==> src/rtl/toll_transaction_ctrl_if.sv <==
// Bundle between the toll sequencer, the tag-reader stage and the balance RAM.
// The slave modport is the controller's view; the master modport drives requests and RAM read data.
interface toll_transaction_ctrl_if #(
    parameter int DATA_WIDTH = 8,
    parameter int ADDR_WIDTH = 4
) ();
    logic                  vehicle_valid;
    logic [ADDR_WIDTH-1:0] vehicle_id;
    logic                  busy;
    logic [ADDR_WIDTH-1:0] mem_addr;
    logic                  mem_we;
    logic [DATA_WIDTH-1:0] mem_wdata;
    logic [DATA_WIDTH-1:0] mem_rdata;
    logic                  done;
    logic                  gate_open;
    logic                  insufficient;
    logic [DATA_WIDTH-1:0] new_balance;
    logic [15:0]           pass_count;

    modport slave (
        input  vehicle_valid, vehicle_id, mem_rdata,
        output busy, mem_addr, mem_we, mem_wdata,
        output done, gate_open, insufficient, new_balance, pass_count
    );

    modport master (
        output vehicle_valid, vehicle_id, mem_rdata,
        input  busy, mem_addr, mem_we, mem_wdata,
        input  done, gate_open, insufficient, new_balance, pass_count
    );
endinterface

==> src/rtl/toll_transaction_ctrl.sv <==
// Read-check-write toll sequencer: 3 edges accept-to-done on grant, 2 on refusal.
// Requests arriving while busy are dropped; the upstream stage must hold or retry.
module toll_transaction_ctrl #(
    parameter int DATA_WIDTH  = 8,
    parameter int ADDR_WIDTH  = 4,
    parameter int TOLL_AMOUNT = 50
) (
    input  logic                  clk,
    input  logic                  rst,
    toll_transaction_ctrl_if.slave bus
);
    localparam logic [1:0] S_IDLE  = 2'd0;
    localparam logic [1:0] S_READ  = 2'd1;
    localparam logic [1:0] S_CHECK = 2'd2;
    localparam logic [1:0] S_WRITE = 2'd3;

    localparam logic [DATA_WIDTH-1:0] TOLL = DATA_WIDTH'(TOLL_AMOUNT);

    logic [1:0]            state;
    logic [ADDR_WIDTH-1:0] mem_addr;
    logic                  mem_we;
    logic [DATA_WIDTH-1:0] mem_wdata;
    logic                  done;
    logic                  gate_open;
    logic                  insufficient;
    logic [DATA_WIDTH-1:0] new_balance;
    logic [15:0]           pass_count;

    always_ff @(posedge clk or posedge rst) begin
        if (rst) begin
            state        <= S_IDLE;
            mem_addr     <= '0;
            mem_we       <= 1'b0;
            mem_wdata    <= '0;
            done         <= 1'b0;
            gate_open    <= 1'b0;
            insufficient <= 1'b0;
            new_balance  <= '0;
            pass_count   <= '0;
        end else begin
            done <= 1'b0;
            case (state)
                S_IDLE: begin
                    if (bus.vehicle_valid) begin
                        mem_addr     <= bus.vehicle_id;
                        gate_open    <= 1'b0;
                        insufficient <= 1'b0;
                        state        <= S_READ;
                    end
                end
                S_READ: begin
                    state <= S_CHECK;
                end
                S_CHECK: begin
                    // The compare guards the subtraction, so no underflow is possible.
                    if (bus.mem_rdata >= TOLL) begin
                        mem_we    <= 1'b1;
                        mem_wdata <= bus.mem_rdata - TOLL;
                        state     <= S_WRITE;
                    end else begin
                        insufficient <= 1'b1;
                        new_balance  <= bus.mem_rdata;
                        done         <= 1'b1;
                        state        <= S_IDLE;
                    end
                end
                default: begin
                    mem_we      <= 1'b0;
                    gate_open   <= 1'b1;
                    new_balance <= mem_wdata;
                    done        <= 1'b1;
                    pass_count  <= pass_count + 16'd1;
                    state       <= S_IDLE;
                end
            endcase
        end
    end

    assign bus.busy         = (state != S_IDLE);
    assign bus.mem_addr     = mem_addr;
    assign bus.mem_we       = mem_we;
    assign bus.mem_wdata    = mem_wdata;
    assign bus.done         = done;
    assign bus.gate_open    = gate_open;
    assign bus.insufficient = insufficient;
    assign bus.new_balance  = new_balance;
    assign bus.pass_count   = pass_count;
endmodule

==> src/flat_wrapper.sv <==
// flat-port wrapper written by rule: the top's interface ports become plain ports
module toll_transaction_ctrl_flat 
#(
    parameter int DATA_WIDTH  = 8,
    parameter int ADDR_WIDTH  = 4,
    parameter int TOLL_AMOUNT = 50
)
  (clk, rst, bus_vehicle_valid, bus_vehicle_id, bus_mem_rdata, bus_busy, bus_mem_addr, bus_mem_we, bus_mem_wdata, bus_done, bus_gate_open, bus_insufficient, bus_new_balance, bus_pass_count);
  toll_transaction_ctrl_if #(.DATA_WIDTH(DATA_WIDTH), .ADDR_WIDTH(ADDR_WIDTH)) bus_i ();
  input  logic clk;
  input  logic rst;
  input wire logic [$bits(bus_i.vehicle_valid)-1:0] bus_vehicle_valid;
  input wire logic [$bits(bus_i.vehicle_id)-1:0] bus_vehicle_id;
  input wire logic [$bits(bus_i.mem_rdata)-1:0] bus_mem_rdata;
  output wire logic [$bits(bus_i.busy)-1:0] bus_busy;
  output wire logic [$bits(bus_i.mem_addr)-1:0] bus_mem_addr;
  output wire logic [$bits(bus_i.mem_we)-1:0] bus_mem_we;
  output wire logic [$bits(bus_i.mem_wdata)-1:0] bus_mem_wdata;
  output wire logic [$bits(bus_i.done)-1:0] bus_done;
  output wire logic [$bits(bus_i.gate_open)-1:0] bus_gate_open;
  output wire logic [$bits(bus_i.insufficient)-1:0] bus_insufficient;
  output wire logic [$bits(bus_i.new_balance)-1:0] bus_new_balance;
  output wire logic [$bits(bus_i.pass_count)-1:0] bus_pass_count;
  assign bus_i.vehicle_valid = bus_vehicle_valid;
  assign bus_i.vehicle_id = bus_vehicle_id;
  assign bus_i.mem_rdata = bus_mem_rdata;
  assign bus_busy = bus_i.busy;
  assign bus_mem_addr = bus_i.mem_addr;
  assign bus_mem_we = bus_i.mem_we;
  assign bus_mem_wdata = bus_i.mem_wdata;
  assign bus_done = bus_i.done;
  assign bus_gate_open = bus_i.gate_open;
  assign bus_insufficient = bus_i.insufficient;
  assign bus_new_balance = bus_i.new_balance;
  assign bus_pass_count = bus_i.pass_count;
  toll_transaction_ctrl #(.DATA_WIDTH(DATA_WIDTH), .ADDR_WIDTH(ADDR_WIDTH), .TOLL_AMOUNT(TOLL_AMOUNT)) u_core (.clk(clk), .rst(rst), .bus(bus_i));
endmodule
==> config.mk <==
export PLATFORM = sky130hd
export DESIGN_NAME = toll_transaction_ctrl_flat
export DESIGN_NICKNAME = d
export VERILOG_FILES = /design/src/rtl/toll_transaction_ctrl_if.sv /design/src/rtl/toll_transaction_ctrl.sv /design/src/flat_wrapper.sv
export SDC_FILE = /design/constraint.sdc
export NUM_CORES = 1
export LEC_CHECK = 0
export CAP_MARGIN = 10
export CORE_MARGIN = 4
export CORE_UTILIZATION = 40
export DETAILED_ROUTE_END_ITERATION = 6
export GPL_TIMING_DRIVEN = 0
export HOLD_SLACK_MARGIN = 0.12
export PLACE_DENSITY = 0.68
export SYNTH_ARGS = -nofsm -noshare
export SYNTH_HDL_FRONTEND = slang
export SYNTH_SLANG_ARGS = --single-unit
==> constraint.sdc <==
create_clock -name clk -period 1.7 [get_ports clk]
set_input_delay 0.255 -clock clk [delete_from_list [all_inputs] [get_ports clk]]
set_output_delay 0.255 -clock clk [all_outputs]
set_load 0.1 [all_outputs]
== Word-level counts from Yosys, hierarchy flattened ==
Index checks and enable logic that the tools add are counted.
Cells by class
  equal/unequal tests: 5
  reduce and logical (&&, ||, !) cells: 12
  mux-type cells: 13
  multiply operators: 0
  divide/modulo/power cells: 0
  $add $sub $neg: 2
  shift operators: 0
  $lt $le $gt $ge: 1
  bitwise logic cells: 2
Operator list (number)
  adder 16 x 1 -> 16 bit, second input constant: 1
  case mux 8 bit (2 select lines): 1
  AND reduction 2 bit: 5
  >= comparator 8 x 6 -> 1 bit, second input constant: 1
  2-to-1 mux 8 bit: 1
  case mux 1 bit (2 select lines): 4
  subtractor 8 x 6 -> 8 bit, second input constant: 1
  case mux 2 bit (3 select lines): 1
  2-to-1 mux 1 bit: 4
  2-to-1 mux 2 bit: 2
  != test 2 bit, second input constant: 2
  nonzero test 2 bit: 2
  OR reduction 2 bit: 2
  AND reduction 3 bit: 1
  OR reduction 3 bit: 1
  equality test 2 x 1 -> 1 bit, second input constant: 1
  equality test 2 bit, second input constant: 1
  zero test 2 bit: 1
  != test 2 x 1 -> 1 bit, second input constant: 1
  inverter 1 bit: 2
Storage, ports and cells
  register bits after elaboration: 42
  bits of input ports: 15
  word-level logic and storage cells: 44
  bits in read-only memories: 0
  memories: 0
  bits in writable memories: 0
  bits in latches: 0

== Longest topological paths before layout ==
  depth after elaboration: 4
  mapped depth: 8

== Least setup slack after synthesis ==
No wires, ideal clock.
  kind: reg2reg
  from: register u_core.pass_count[3], in the netlist u_core.bus.pass_count[3]
  to: register u_core.pass_count[15], in the netlist u_core.bus.pass_count[15]
  arrival: 1870 ps
  slack: -331 ps
  cell stages (with the launch flop): 5
  setup time: 161 ps
  cells stage by stage: dfrtp_1 > and4_4 > nand3_4 > nor4_4 > xor2_1
On the way
  cells in the longest elaborated chain, start to end: 1
RTL lines
  start: declaration: RTL line toll_transaction_ctrl.sv:27  | logic [15:0] pass_count;
  start signal: assignment: RTL line toll_transaction_ctrl.sv:72  | pass_count <= pass_count + 16'd1;
  adder 16 x 1 -> 16 bit: RTL line toll_transaction_ctrl.sv:72
No other way between the ends.
A chain may end at the register's enable or synchronous reset.

== Final worst setup path ==
  from: register u_core.state[0]
  to: register u_core.mem_wdata[0], in the netlist u_core.bus.mem_wdata[0]
On the way
  cells in the longest elaborated chain, start to end: 2
RTL lines
  start: declaration: RTL line toll_transaction_ctrl.sv:19  | logic [1:0] state;
  start signal: assignment: RTL line toll_transaction_ctrl.sv:31  | state <= S_IDLE;
  start signal: assignment: RTL line toll_transaction_ctrl.sv:48  | state <= S_READ;
  start signal: assignment: RTL line toll_transaction_ctrl.sv:52  | state <= S_CHECK;
  equality test 2 bit: RTL line toll_transaction_ctrl.sv:42  | case (state)
  AND reduction 2 bit (no source line)
  end signal: assignment: RTL line toll_transaction_ctrl.sv:58  | mem_wdata <= bus.mem_rdata - TOLL;
  end: declaration: RTL line toll_transaction_ctrl.sv:22  | logic [DATA_WIDTH-1:0] mem_wdata;
No other way between the ends.

==> results.json <==
{
  "status": "finished clean",
  "synth_edf_count": 0,
  "reg2reg_from": "u_core.state[0]",
  "start_util_pct": 42.2,
  "syn_inst": 189,
  "io_pins": 56,
  "synth_cell_types": 40,
  "ys_seq_elements": 42,
  "syn_nets": 210,
  "tns_ps": 0,
  "io_buffers": 52,
  "critPathCaptureType": "register",
  "async_reset_ff_share_pct": 100,
  "worst_setup_path_start_kind": "register",
  "die-area_um2": 6290,
  "via_per_inst": 4.92,
  "clkSlewWorstSetupHoldPaths_ps": 80,
  "synth_ff_type": "dfrtp_1",
  "routed_wl_um": 4450,
  "cts_buffers": 5,
  "rows": 25,
  "rsz0062_at_grt": "true",
  "cts_sinks": 42,
  "root_buffer": "clkbuf_8",
  "syn_area_per_cell_um2": 10.8,
  "critical_path_buf_inv_count": 3,
  "netlist_top_cells_count": "42 x dfrtp_1, 18 x nand2_1, 15 x o21ai_0, 11 x nor2_1",
  "crit_family": "flip-flops",
  "clk_latency_ps": 300,
  "setup_viol": 0,
  "grt_pass1_wl_um": 7530,
  "avgRoutedWirePerCell_um": 13.7,
  "hp-start": "bus_mem_rdata[4]",
  "clock_skew_ps": 7.09,
  "grt_max_degree": 43,
  "yosysTopAreaCell": "dfrtp_1",
  "antenna_found_initial": 0,
  "gp_congestion": 0.752,
  "worst-setup-path-type": "register to register",
  "drt_drc_violations_left": 0,
  "arrival_ps": 1820,
  "worst_pin_slew_ps": 861,
  "num_antenna_cells": 0,
  "drv_slew": 0,
  "grt-ovfl-total": 0,
  "tritoncts": "done",
  "cp-startpoint": "u_core.state[0]",
  "critPathRequiredTime_ps": 1890,
  "critical_path.max_fanout": 9,
  "hpwl_um": 3110,
  "yosysMostFrequentCell": "dfrtp_1",
  "syn_to_final_growth_pct": 44.4,
  "synth_area_um2": 2030,
  "synth_area_leaders": "dfrtp_1 52%, xor2_1 4.3%, mux2i_1 3.9%",
  "min_period_ps": 1630,
  "htreeDepth": 2,
  "layout-drive-gt1-share_pct": 35.7,
  "fmax_mhz": 614,
  "dr.pass1.iters": 4,
  "path_cells": "inv_2, ha_1, buf_6, o21ai_0, o21a_1, buf_6, mux2_1",
  "grt_pass1_vias": 1562,
  "worst_slack_ps": 70.9,
  "synth_top_area_share_pct": 51.7,
  "vias": 1598,
  "first_iter_violations": 72,
  "holdBufCountCts": 0,
  "cp_slowest_cell": "dfrtp_1",
  "detail-route-antenna-nets": 0,
  "die_h_um": 79.3,
  "track_usage_pct": 15.4,
  "coreArea_um2": 4820,
  "clock_path_buffers": 2,
  "nNetsFinal": 278,
  "drv_cap": 0,
  "yosysSeqAreaShare_pct": 51.7,
  "period_share_pct": 95.8,
  "min_path_type": "primary input to register",
  "preCtsSetupSlack_ps": -554,
  "cpMostUsedCell": "buf_6",
  "fp.dieW_um": 79.3,
  "yosysWarnings": 0,
  "relSlewSlack_pct": 42.5,
  "final-hold-violation-count": 0,
  "critical_path.max_stage_delay_ps": 370
}
## metal layers
| layer | share of wire (%) | GRT usage [%] |
|---|---|---|
| met1 | 46 | 20.5 |
| met2 | 47 | 23.8 |
| met3 | 4.8 | 3.85 |
| met4 | 1.5 | 6.19 |
| met5 | 0 | 0 |
## cell type report
cell class                 count  area (um2)
sequential                    42        1070
clock inverter                 2        60.1
multi-input combinational    129         916
clock buffer                   6        82.6
fill                         439        1880
buffer                         8        57.6
inverter                      10        37.5
tap                           67        83.8
timing repair buffer          61         633
## worst paths after layout
path                       slack (ps)                         to  cells past startpoint
max in group asynchronous         650   u_core.bus.pass_count[1]                      2
min reg2reg                       470  u_core.bus.pass_count[15]                      1
min in group asynchronous         450  u_core.bus.new_balance[0]                      2
max                                70    u_core.bus.mem_wdata[0]                      7
max reg2reg                        70    u_core.bus.mem_wdata[0]                      7
min                               370  u_core.bus.new_balance[4]                      3
## logic make-up (layout without fill, tap and decap cells)
kind of cell,after synthesis,in the layout,share of synthesized area [%]
simple gates,54,54,14.6
flops,42,42,51.7
compound gates,37,37,11.0
xor+xnor,18,18,7.75
buf+inv,18,87,4.00
mux,14,14,7.26
fa+ha+maj,6,6,3.69
## worst register-to-register path, cell delays in order (launching register included)
cell     delay [ps]
dfrtp_1         370
inv_2            80
ha_1            220
buf_6           130
o21ai_0         100
o21a_1          170
buf_6           130
mux2_1          320
## stage by stage
stage               hold WS [ps]  instance area [um2]  cells  utilization, %
finish                       368                 2940    325            61.0
global route                 380                 2940    325            61.0
CTS                          359                 2880    320            59.7
detailed placement           461                 2650    308            55.1
global placement             457                 2650    308            55.1
floorplan                    365                 2050    189               -
## registers in the layout, indices dropped and copies added (netlist names)
name / cells
u_core.bus.insufficient: 1
u_core.bus.gate_open: 1
u_core.bus.done: 1
u_core.bus.mem_wdata: 8
u_core.bus.mem_addr: 4
u_core.bus.pass_count: 16
u_core.state: 2
u_core.bus.new_balance: 8
u_core.bus.mem_we: 1
## placed cells by master (no fill, tap or decap), types with 2 or more instances in the layout
master,instances
clkbuf_2,2
ha_1,5
bufinv_16,2
clkdlybuf4s15_2,40
dfrtp_1,30
dfrtp_2,12
buf_6,2
clkdlybuf4s50_1,11
o21a_1,3
xor2_1,10
nor2_1,10
buf_2,3
xnor2_1,8
nand3_1,4
buf_4,10
nor3_1,7
mux2i_1,8
mux2_2,5
inv_2,2
o21ai_0,15
nand2b_1,3
a21oi_1,8
nand2_1,18
inv_1,8
nand4_1,3
clkbuf_8,6
## what timing repair did
item	4_1_cts	5_1_grt
setup endpoints to repair	54	12
gates cloned	1	0
setup buffers	3	5
gates resized for setup	131	5
pin swaps	1	0
Power is left out: the tool's default activity adds up to more than one toggle a clock period on the data nets, which glitch-free logic cannot reach.
==> edit, RTL diff (config.mk and constraints unchanged) <==
`DATA_WIDTH` is set to 8 in 3 places; all go to 10.
--- a/src/rtl/toll_transaction_ctrl_if.sv
+++ b/src/rtl/toll_transaction_ctrl_if.sv
@@ -1,7 +1,7 @@
 // Bundle between the toll sequencer, the tag-reader stage and the balance RAM.
 // The slave modport is the controller's view; the master modport drives requests and RAM read data.
 interface toll_transaction_ctrl_if #(
-    parameter int DATA_WIDTH = 8,
+    parameter int DATA_WIDTH = 10,
     parameter int ADDR_WIDTH = 4
 ) ();
     logic                  vehicle_valid;
--- a/src/rtl/toll_transaction_ctrl.sv
+++ b/src/rtl/toll_transaction_ctrl.sv
@@ -1,7 +1,7 @@
 // Read-check-write toll sequencer: 3 edges accept-to-done on grant, 2 on refusal.
 // Requests arriving while busy are dropped; the upstream stage must hold or retry.
 module toll_transaction_ctrl #(
-    parameter int DATA_WIDTH  = 8,
+    parameter int DATA_WIDTH  = 10,
     parameter int ADDR_WIDTH  = 4,
     parameter int TOLL_AMOUNT = 50
 ) (
--- a/src/flat_wrapper.sv
+++ b/src/flat_wrapper.sv
@@ -1,7 +1,7 @@
 // flat-port wrapper written by rule: the top's interface ports become plain ports
 module toll_transaction_ctrl_flat 
 #(
-    parameter int DATA_WIDTH  = 8,
+    parameter int DATA_WIDTH  = 10,
     parameter int ADDR_WIDTH  = 4,
     parameter int TOLL_AMOUNT = 50
 )
Interface: changed (resized bus_mem_rdata, bus_mem_wdata and bus_new_balance); port bits go from 56 to 62. No check against the original RTL was run, so the function may have changed too.
==> edit against the original RTL <==
- synthesized cell count rose by 6.9%
- design area rose by 7.9%
- wire length rose by 15%
- largest cell class unchanged
- sequential cell count rose by 4
- count of clock-buffer cells in the layout did not move
- area after synthesis rose by 10%
- critical endpoint is now u_core.bus.new_balance[7]
- cell count rose by 5.2%
- hold slack got worse by 0.19 ns
- critical path depth fell by 1
- setup slack got worse by 0.030 ns
- die area rose by 9.2%
Power is left out: the tool's default activity adds up to more than one toggle a clock period on the data nets, which glitch-free logic cannot reach.
==> edit: results (changes against the original RTL) <==
- Status: finished clean
- Avg Inst Size Synth: 11.09 um^2 (+3.1%)
- Crit path DAT: 1.84 ns (+0.02 ns)
- PostCTS Resize Cnt: 148 (+13%)
- Worst Skew: 0.006139 ns (-0.0009499 ns)
- Worst Hold Class: in -> async
- H-tree levels: 2 (unchanged)
- Met2 Track Usage GR: 0.2624 (+0.02418)
- Largest regs: u_core.bus.pass_count (16), u_core.bus.mem_wdata (10), u_core.bus.new_balance (10)
- Ys async rst share: 1.000 (unchanged)
- Layout cells sized above 1: 0.3824 (+0.02576)
- Met1 Usage GRT: 0.1977 (-0.007625)
- Critical path's slowest cell: clkdlybuf4s50_1
- DP HPWL: 3.678 mm (+18%)
- Postcts setup bufs: 1 (-2)
- Routed wire length: 5.100 mm (+15%)
- Max Root-Sink Buffers: 2 (unchanged)
- IO Port Bufs: 60 (+15%)
- Antenna violations before repair: 0 (unchanged)
- GPL Wtd Cong: 0.7776 (+3.5%)
- Drt pass-1 iters: 4 (unchanged)
- Dpl cells: 333 (+8.1%)
- Synth Net Count: 226 (+7.6%)
- First-pass GRT wire length: 8.776 mm (+17%)
- Sequential-to-total area share from yosys stat: 0.5137 (-0.003244)
- Final #Nets: 295 (+6.1%)
- Worst Path Max Fanout: 10 (+1)
- Commonest cells post-synth: 46 x dfrtp_1, 17 x a21oi_1, 16 x xnor2_1
- M3 GR Usage: 0.04059 (+0.002045)
- Clk root buf: clkbuf_8
- Yosys warns: 0 (unchanged)
- Worst slack, placed: -0.7338 ns (-0.1802 ns)
- # fillers: 453 (+3.2%)
- Worst path max stage delay: 0.51 ns (+0.14 ns)
- All-layer global routing usage: 0.1547 (+0.001038)
- CTS buffer count: 5 (unchanged)
- Max transition margin: 0.6243 (+0.1995)
- Largest net degree at the start of global routing: 41 (-4.7%)
- ANT cells: 0 (unchanged)
- Via density: 5.047 (+2.6%)
- Reg clk slew, reported paths: 0.08 ns (about the same)
- Synth cell types: 40 (unchanged)
- Vias in the first global route: 1756 (+12%)
- Clk_lat worst skew: 0.30 ns (about the same)
- Top delay family on crit path: compound AO/OA/AOI/OAI gates
- Via count: 1726 (+8.0%)
- Top post-synthesis cells by area: dfrtp_1 51%, xnor2_1 6.3%, mux2i_1 4.0%, ha_1 3.9%, a21oi_1 3.8%
- Iteration-0 DRC Markers: 59 (-18%)
## edit: final timing paths
check	startpoint	depth (start not counted)	slack [ns]	endpoint
setup / recovery	bus_mem_rdata[3]	6	0.04	u_core.bus.new_balance[7]
hold / removal	rst	2	0.17	u_core.bus.pass_count[5]
setup reg to reg	u_core.state[0]	5	0.10	u_core.bus.new_balance[7]
hold reg to reg	u_core.bus.pass_count[15]	1	0.47	u_core.bus.pass_count[15]
max in group asynchronous	rst	3	1.06	u_core.bus.pass_count[6]
min in group clk	bus_mem_rdata[5]	3	0.44	u_core.bus.mem_wdata[5]
## edit: stage by stage
step                  util    TNS, ns  area [um^2]
floorplan                -          0         2265
global placement    0.5603     -41.09         2953
detailed placement  0.5641     -12.19         2973
CTS                 0.5964  -0.002177         3143
global route        0.6011          0         3168
finish              0.6011          0         3168
## edit: cells by family after synthesis
logic type                 share of synthesized area
buffers and inverters                        0.04467
muxes                                        0.07538
AOI/OAI and AO/OA                             0.1452
adders and majority gates                    0.03908
and+or+nand+nor                               0.1039
DFF                                           0.5137
xor gates and xnor gates                     0.07817
## edit: final cells by class
type / instances / area (um^2) / area share
multi-input combinational: 137 / 1018 / 0.3215
tap: 70 / 87.58 / 0.02765
buffer: 8 / 71.32 / 0.02251
sequential: 46 / 1174 / 0.3705
inverter: 10 / 41.29 / 0.01303
clock inverter: 2 / 12.51 / 0.003949
timing repair buffer: 63 / 680.7 / 0.2148
clock buffer: 6 / 82.58 / 0.02607
## edit: per-layer routing
metal | share of wire | vias to the layer above | wire, um
met1 | 0.45 | 829 | 2283
met5 | 0 | - | 0
met2 | 0.49 | 43 | 2501
met4 | 0.011 | 0 | 54
li1 | - | 847 | -
met3 | 0.051 | 7 | 261
